### src/rtl/guihca_serial_rx.sv
// guihca_serial_rx: 8N1 serial byte receiver.
// The asynchronous line is synchronised through two flops. A baud counter
// places every sample in the middle of a bit, using a half-bit offset taken
// from the start bit. Each good byte is presented on data_out with a
// one-cycle data_valid strobe and is counted in byte_count. A stop bit
// sampled low raises a one-cycle frame_err pulse. The receiver then waits in
// BREAK until the line returns high.
module guihca_serial_rx #(
  parameter logic [15:0] CLKS_PER_BIT = 16'd1042
) (
  input  logic       clk,
  input  logic       rst_n,
  input  logic       rx_in,
  output logic [7:0] data_out,
  output logic       data_valid,
  output logic       frame_err,
  output logic       busy,
  output logic [7:0] byte_count
);

  // Sample points, relative to the cycle in which the current state or bit began.
  localparam logic [15:0] FULL_PT = CLKS_PER_BIT - 16'd1;
  localparam logic [15:0] HALF_PT = (CLKS_PER_BIT - 16'd1) >> 1;

  typedef enum logic [2:0] {
    S_IDLE  = 3'd0,
    S_START = 3'd1,
    S_DATA  = 3'd2,
    S_STOP  = 3'd3,
    S_BREAK = 3'd4
  } state_t;

  state_t      r_state;
  state_t      w_state_nxt;

  logic        r_sync1;
  logic        r_sync2;
  logic [15:0] r_cnt;
  logic [2:0]  r_bit_idx;
  logic [7:0]  r_shift;
  logic [7:0]  r_data_out;
  logic        r_data_valid;
  logic        r_frame_err;
  logic        r_busy;
  logic [7:0]  r_byte_count;

  logic        w_rx_s;
  logic        w_half;
  logic        w_full;
  logic        w_shift_en;
  logic        w_bit_clr;
  logic        w_good;
  logic        w_bad;
  logic        w_cnt_clr;

  assign w_rx_s = r_sync2;
  assign w_half = (r_cnt == HALF_PT);
  assign w_full = (r_cnt == FULL_PT);

  // Two-flop synchroniser. Both flops reset high so the line reads as idle.
  always_ff @(posedge clk or negedge rst_n) begin
    if (!rst_n) begin
      r_sync1 <= 1'b1;
      r_sync2 <= 1'b1;
    end else begin
      r_sync1 <= rx_in;
      r_sync2 <= r_sync1;
    end
  end

  // State register.
  always_ff @(posedge clk or negedge rst_n) begin
    if (!rst_n) begin
      r_state <= S_IDLE;
    end else begin
      r_state <= w_state_nxt;
    end
  end

  // Next-state logic. All decisions use the synchronised line only.
  always_comb begin
    w_state_nxt = r_state;
    case (r_state)
      S_IDLE: begin
        if (!w_rx_s) begin
          w_state_nxt = S_START;
        end
      end
      S_START: begin
        // A start bit that is already high again at mid-bit is a glitch.
        if (w_half) begin
          w_state_nxt = w_rx_s ? S_IDLE : S_DATA;
        end
      end
      S_DATA: begin
        if (w_full && (r_bit_idx == 3'd7)) begin
          w_state_nxt = S_STOP;
        end
      end
      S_STOP: begin
        // Leaving at mid-stop-bit leaves time to catch a following start edge.
        if (w_full) begin
          w_state_nxt = w_rx_s ? S_IDLE : S_BREAK;
        end
      end
      S_BREAK: begin
        // Hold here while the line is low so a held-low line cannot start a new frame.
        if (w_rx_s) begin
          w_state_nxt = S_IDLE;
        end
      end
      default: begin
        w_state_nxt = S_IDLE;
      end
    endcase
  end

  // Output and strobe decode: datapath enables derived from state and sample points.
  always_comb begin
    w_shift_en = 1'b0;
    w_bit_clr  = 1'b0;
    w_good     = 1'b0;
    w_bad      = 1'b0;
    case (r_state)
      S_START: begin
        w_bit_clr = w_half && !w_rx_s;
      end
      S_DATA: begin
        w_shift_en = w_full;
      end
      S_STOP: begin
        w_good = w_full && w_rx_s;
        w_bad  = w_full && !w_rx_s;
      end
      default: begin
        w_shift_en = 1'b0;
      end
    endcase
    // The counter restarts on each state change and at each data-bit boundary.
    // It is held at zero while idle.
    w_cnt_clr = (w_state_nxt != r_state) || w_shift_en || (r_state == S_IDLE);
  end

  // Baud counter.
  always_ff @(posedge clk or negedge rst_n) begin
    if (!rst_n) begin
      r_cnt <= 16'd0;
    end else if (w_cnt_clr) begin
      r_cnt <= 16'd0;
    end else begin
      r_cnt <= r_cnt + 16'd1;
    end
  end

  // Bit index and LSB-first shift register. Each new bit enters at bit 7.
  always_ff @(posedge clk or negedge rst_n) begin
    if (!rst_n) begin
      r_bit_idx <= 3'd0;
      r_shift   <= 8'h00;
    end else if (w_bit_clr) begin
      r_bit_idx <= 3'd0;
    end else if (w_shift_en) begin
      r_bit_idx <= r_bit_idx + 3'd1;
      r_shift   <= {w_rx_s, r_shift[7:1]};
    end
  end

  // Result registers. data_out and byte_count change only on a good stop bit.
  always_ff @(posedge clk or negedge rst_n) begin
    if (!rst_n) begin
      r_data_out   <= 8'h00;
      r_byte_count <= 8'h00;
    end else if (w_good) begin
      r_data_out   <= r_shift;
      r_byte_count <= r_byte_count + 8'd1;
    end
  end

  // One-cycle strobes and the registered busy flag. busy tracks the state
  // entered on this edge.
  always_ff @(posedge clk or negedge rst_n) begin
    if (!rst_n) begin
      r_data_valid <= 1'b0;
      r_frame_err  <= 1'b0;
      r_busy       <= 1'b0;
    end else begin
      r_data_valid <= w_good;
      r_frame_err  <= w_bad;
      r_busy       <= (w_state_nxt != S_IDLE);
    end
  end

  assign data_out   = r_data_out;
  assign data_valid = r_data_valid;
  assign frame_err  = r_frame_err;
  assign busy       = r_busy;
  assign byte_count = r_byte_count;

endmodule
### config.mk
export PLATFORM = sky130hd
export DESIGN_NAME = guihca_serial_rx
export DESIGN_NICKNAME = d
export VERILOG_FILES = /design/src/rtl/guihca_serial_rx.sv
export SDC_FILE = /design/constraint.sdc
export NUM_CORES = 1
export LEC_CHECK = 0
export CORE_MARGIN = 8
export CORE_UTILIZATION = 45
export CTS_CLUSTER_SIZE = 28
export DETAILED_ROUTE_END_ITERATION = 7
export PLACE_DENSITY = 0.75
export SETUP_SLACK_MARGIN = 0.4
export SLEW_MARGIN = 25
export SYNTH_ARGS = -nofsm -noshare
export SYNTH_HDL_FRONTEND = slang
export SYNTH_SLANG_ARGS = --single-unit
export TNS_END_PERCENT = 100
### constraint.sdc
create_clock -name clk -period 2.2 [get_ports clk]
set_clock_uncertainty 0.15 [all_clocks]
set_input_delay 0.66 -clock clk [delete_from_list [all_inputs] [get_ports clk]]
set_output_delay 0.66 -clock clk [all_outputs]
set_load 0.02 [all_outputs]
==> flow_summary.json <==
{
  "worst_pin_slew_ns": 0.513,
  "peakVddDrop_mv": 0.362,
  "vias": 1820,
  "synth-edff-count": 0,
  "drive_gt1_share_pct": 43.5,
  "synth_area_um2": 2390,
  "r2r-end": "r_shift[1]",
  "nets": 286,
  "synth_warnings": 0,
  "grt.total_usage_pct": 14.8,
  "worst-path-max-fanout": 3,
  "dieHeight_um": 88.9,
  "ys_types": 41,
  "seq_area_frac_synth_pct": 53.5,
  "cts_buffers": 5,
  "path_class": "reg -> reg",
  "synth-seq-cells": 51,
  "holdWs_ns": 0.171,
  "grt_setup_unrepaired": "yes",
  "use_met3_pct": 2.85,
  "gp_congestion": 0.784,
  "timing.rr.start": "r_cnt[15]",
  "grt_remaining_overflow": 0,
  "crit_path_end_kind": "flip-flop",
  "total_power_w": 0.00153,
  "synth_top_area_cell": "dfrtp_1",
  "clock_path_buffers": 2,
  "final-max-slew-violation-count": 0,
  "cp.arrival_ns": 2.15,
  "max_freq_mhz": 477,
  "hp-class": "in -> async",
  "viasPerCell": 5.23,
  "postRouteWirelength_um": 5420,
  "cts_hold_buffers": 0,
  "synth_top_area_share_pct": 51.3,
  "status": "finished, final reports clean",
  "grt_most_used_layer": "met2",
  "cts_tree": "yes",
  "slew_headroom_pct": 65.8,
  "syn-num-nets": 222,
  "hpwl_um": 3230,
  "grt_pass1_wl_um": 8940,
  "startpoint_type": "flip-flop",
  "drc": 0,
  "drt_iter0_markers": 115,
  "power_density_nw_per_um2": 471,
  "grt_max_degree": 30,
  "grt_pass1_vias": 1819,
  "reg2reg_slack_ns": 0.10,
  "finalSetupTns_ns": 0,
  "min_period_ns": 2.10,
  "reg2reg_depth": 5,
  "clock_latency_ns": 0.31,
  "cts.sinks": 51,
  "synthCells": 213,
  "h-tree-depth": 2,
  "met1_usage_pct": 19.3,
  "synth_common_cells": "49 x dfrtp_1, 35 x nand2_1, 23 x nor2_1, 12 x xnor2_1, 9 x nand4_1",
  "async_flop_share_pct": 100,
  "ant_nets": 0,
  "ys.flop_type": "dfrtp_1",
  "rows": 26,
  "setup_viol": 0,
  "die-width_um": 88.9,
  "grt_util_met2_pct": 23.0,
  "detail_route.wl_per_cell_um": 15.6,
  "hold_viol": 0,
  "syn_avg_cell_area_um2": 11.2,
  "synth.area.top_cells": "dfrtp_1 51%, nand2_1 5.5%, mux2_4 4.4%, xnor2_1 4.4%, nor2_1 3.6%",
  "io_buffers": 21,
  "path_clk_slew_ns": 0.09,
  "root_buffer": "clkbuf_8",
  "maxCapViolCount": 0,
  "antenna_found_initial": 0,
  "dpl_cell_area_um2": 2750,
  "area_growth_pct": 36.1,
  "diodes": 0,
  "initial_core_util_pct": 46.8,
  "io_pins": 22,
  "final_cell_area_um2": 3260,
  "yosysMostFrequentCell": "dfrtp_1",
  "drt_first_pass_iters": 4,
  "power_leakage_nw": 1.61,
  "dieArea_um2": 7900,
  "core_area_um2": 5110,
  "fin_crit_sh_pct": 95.4,
  "critical_path_required_ns": 2.25
}
-- state kept, by name (all words and copies together) (netlist names) --
signal,flops
r_shift,8
r_cnt,16
r_state,3
r_sync1,1
busy,1
data_out,8
data_valid,1
r_bit_idx,3
byte_count,8
frame_err,1
r_sync2,1
-- worst max-delay path: stages (launching register included) --
cell,delay [ns]
dfrtp_1,0.42
nor4_4,0.36
and4_1,0.29
nor3b_4,0.30
buf_4,0.19
mux2_4,0.29
-- area by class of cell --
class / instances / area, um^2
fill: 382 / 1850
sequential: 51 / 1280
multi-input combinational: 153 / 1260
timing repair buffer: 62 / 519
tap: 70 / 87.6
clock buffer: 7 / 86.3
inverter: 4 / 15.0
clock inverter: 1 / 8.76
-- through the flow --
| step | worst slack (ns) | utilization [%] | std cells |
|---|---|---|---|
| after floorplan | 0.150 | - | 213 |
| after global placement | 0.109 | 53.8 | 312 |
| after detailed placement | 0.0394 | 53.8 | 312 |
| after CTS | 0.158 | 61.6 | 336 |
| after global routing | 0.00367 | 63.8 | 348 |
| final | 0.102 | 63.8 | 348 |
-- report_power, final --
| part | total, W | switching [W] | internal [W] | leakage, nW |
|---|---|---|---|---|
| combinational | 0.0000236 | 0.0000185 | 0.00000509 | 0.876 |
| sequential | 0.000945 | 0.00000462 | 0.000940 | 0.682 |
| clock | 0.000564 | 0.000306 | 0.000258 | 0.0484 |
-- logic make-up (layout without fill, tap and decap cells) --
group	Yosys count	count (layout)	share of synthesized area (%)
buf+inv	10	74	2.67
simple gates	108	109	25.2
mux	9	9	5.33
compound gates	8	8	2.20
xor+xnor	21	21	8.00
fa+ha+maj	6	6	3.14
flops	51	51	53.5
-- timing repair --
| item | in CTS | in global routing |
|---|---|---|
| pin swaps | 33 | 13 |
| gates cloned | 3 | 0 |
| setup buffers | 13 | 12 |
| resized for setup | 95 | 38 |
| endpoints found under the setup margin | 64 | 61 |
-- routing by layer --
| metal | vias to the layer above | wire, um |
|---|---|---|
| met5 | - | 0 |
| met4 | 0 | 114 |
| met3 | 9 | 183 |
| met2 | 41 | 2660 |
| met1 | 912 | 2460 |
| li1 | 858 | - |
-- worst max path at each step --
stage                              end       from  slack, ns  depth (start not counted)
final                       r_shift[1]  r_cnt[15]       0.10                          5
after global routing              busy   r_cnt[0]      0.004                          7
after CTS                   r_shift[5]   r_cnt[5]       0.16                          5
after detailed placement  r_bit_idx[0]   r_cnt[1]       0.04                          7
after global placement      r_shift[4]   r_cnt[5]       0.11                          5
after floorplan             r_shift[0]   r_cnt[7]       0.15                          6
-- cells in the final DEF, fill, tap and decap left out, types with 4 or more instances in the layout --
cell type | synthesis | routed
ha_1 | 6 | 4
nand3_1 | 8 | 5
and4_1 | 6 | 6
nand4_1 | 9 | 9
nand2_1 | 35 | 26
dfrtp_1 | 49 | 47
clkbuf_8 | 0 | 6
mux2_4 | 7 | 9
nand2_2 | 1 | 9
nor2_1 | 23 | 19
buf_4 | 1 | 22
buf_6 | 3 | 18
and3_4 | 0 | 4
xor2_1 | 8 | 8
xnor2_1 | 12 | 10
buf_2 | 0 | 14
Note: power is estimated with default switching activity, not from simulation.
==> patch (config.mk and constraints unchanged) <==
Remove the register `r_busy`: a continuous assignment takes its place, so the output `busy` follows one clock earlier.
--- a/src/rtl/guihca_serial_rx.sv
+++ b/src/rtl/guihca_serial_rx.sv
@@ -184,3 +184,2 @@
       r_frame_err  <= 1'b0;
-      r_busy       <= 1'b0;
     end else begin
@@ -188,5 +187,6 @@
       r_frame_err  <= w_bad;
-      r_busy       <= (w_state_nxt != S_IDLE);
     end
   end
+
+  assign r_busy = (w_state_nxt != S_IDLE);
 
Function: changed (a bounded check fails within 4 cycles, from zero or initial values and one cycle with rst_n low).
==> patch against the original RTL <==
  * The flow now finishes with violations (negative setup slack)
  * Highest routed layer unchanged
  * Setup slack got worse by 980 ps
  * Cell area grew 2.4%
  * Area after synthesis fell by 1.0%
  * Wire length up 8.1%
  * Global-route usage rose by 0.98 points
  * Largest power group unchanged
  * Register-to-register slack got worse by 510 ps
  * Largest cell class unchanged
  * Critical path type is now reg2out
  * Total power grew 6.8%
  * Sequential cell count down 1
==> patch: results (changes against the original RTL) <==
[layout]
register_area_mm2=0.00125  ; was 0.00128 mm²
clock_area_share_pct=3.49  ; was 2.92%
nNonClkInverters=4  ; unchanged
buf_share_pct=20.1  ; was 15.9%
buffers=80  ; was 62
multi_input_area_share_pct=35.7  ; was 38.6%
fillCellCount=387  ; was 382
nets=303  ; was 286
drive_gt1_share_pct=42.7  ; was 43.5%
post-route-util_pct=65.3  ; was 63.8%
nFlopsAndLatches=50  ; was 51

[yosys]
yosysSeqAreaShare_pct=53.0  ; was 53.5%
yosysWarningCount=0  ; unchanged
synth_xor_area_share_pct=8.09  ; was 8.00%
syn_nets=221  ; was 222
synthTopCellsByArea=dfrtp_1 51%, nand2_1 5.5%, mux2_4 4.4%  ; unchanged
synth_compound_area_share_pct=2.22  ; was 2.20%
syn_inst=212  ; was 213
synthArstFlopShare_pct=100  ; unchanged
synth_mux_area_share_pct=5.39  ; was 5.33%
synthAdderAreaFrac_pct=3.17  ; was 3.14%
yosys-top-cells-count=48 x dfrtp_1, 35 x nand2_1, 23 x nor2_1  ; was 49 x dfrtp_1, 35 x nand2_1, 23 x nor2_1

[route]
wl_met3_um=208  ; was 183 µm
routed.top_layer=met4  ; unchanged
vias_per_cell=5.20  ; was 5.23
dr.pass1.iters=4  ; unchanged
drtIter0Drc=121  ; was 115
wl_per_cell_um=16.0  ; was 15.6 µm
dr_wl_met2_um=3030  ; was 2660 µm
num_vias=1897  ; was 1820
wl_met1_um=2460  ; about the same

[worst_setup_path]
cpPeakStageDelay_ps=520  ; was 420 ps
crit_path_max_fanout=4  ; was 3
slowest_stage=or4_4  ; was dfrtp_1

[power_and_ir_drop]
ir_drop_uv=298  ; was 362 µV
leakage_nw=1.71  ; was 1.61 nW
swShare_pct=21.9  ; was 21.5%

[outcome]
outcome=finished, violations left  ; was finished clean
violations=negative setup slack

[grt]
met3_usage_pct=3.44  ; was 2.85%
use_met1_pct=18.1  ; was 19.3%
grt_max_degree=36  ; was 30
antenna_found_initial=0  ; unchanged
grt_usage_pct=15.8  ; was 14.8%
gr-usage-met2_pct=27.2  ; was 23.0%
grt_pass1_wl_um=9520  ; was 8940 µm

[sta]
worstMarginPinSlew_ps=637  ; was 513 ps
setup_viol=45  ; was 0
setup_ws_ps=-874  ; was 102 ps
timing.setup.tns_ps=-12070  ; was 0 ps

[cts]
post_cts.repair.setup_buffers=13  ; unchanged
clkSlewWorstSetupHoldPaths_ps=100
post_cts_resized=87  ; was 95
clock_path_buffers=2  ; unchanged

[placed_design]
placed_cells=335  ; was 312
hpwl_um=3580  ; was 3230 µm
place.gp.congestion=0.830  ; was 0.784
placed_area_mm2=0.00294  ; was 0.00275 mm²
post-place-ws_ps=-845  ; was 39.4 ps

## patch: cell types whose count changed in the layout (fill, tap and decap cells not counted), moves of 3 or more
cell / change
buf_6: -5
and3_4: -3
nand2_1: +9
buf_4: +22
nand2_2: -8
## patch: final timing paths
kind                            from             to  slack [ps]  depth (start not counted)
max                        r_cnt[13]           busy        -870                          6
min                            rst_n  byte_count[7]         100                          1
max reg2reg                 r_cnt[7]   r_bit_idx[0]        -410                         13
min reg2reg                  r_sync1        r_sync2         200                          0
max in group asynchronous      rst_n        r_sync1        1230                          2
min in group clk             r_sync1        r_sync2         200                          0
## patch: power groups by stage
stage               Combinational, W  Clock (W)  Sequential, W
finish                     0.0000320   0.000681       0.000924
global placement           0.0000316          0       0.000941
detailed placement         0.0000321          0       0.000942
global route               0.0000371   0.000736       0.000924
floorplan                 0.00000295          0       0.000941
CTS                        0.0000334   0.000694       0.000924
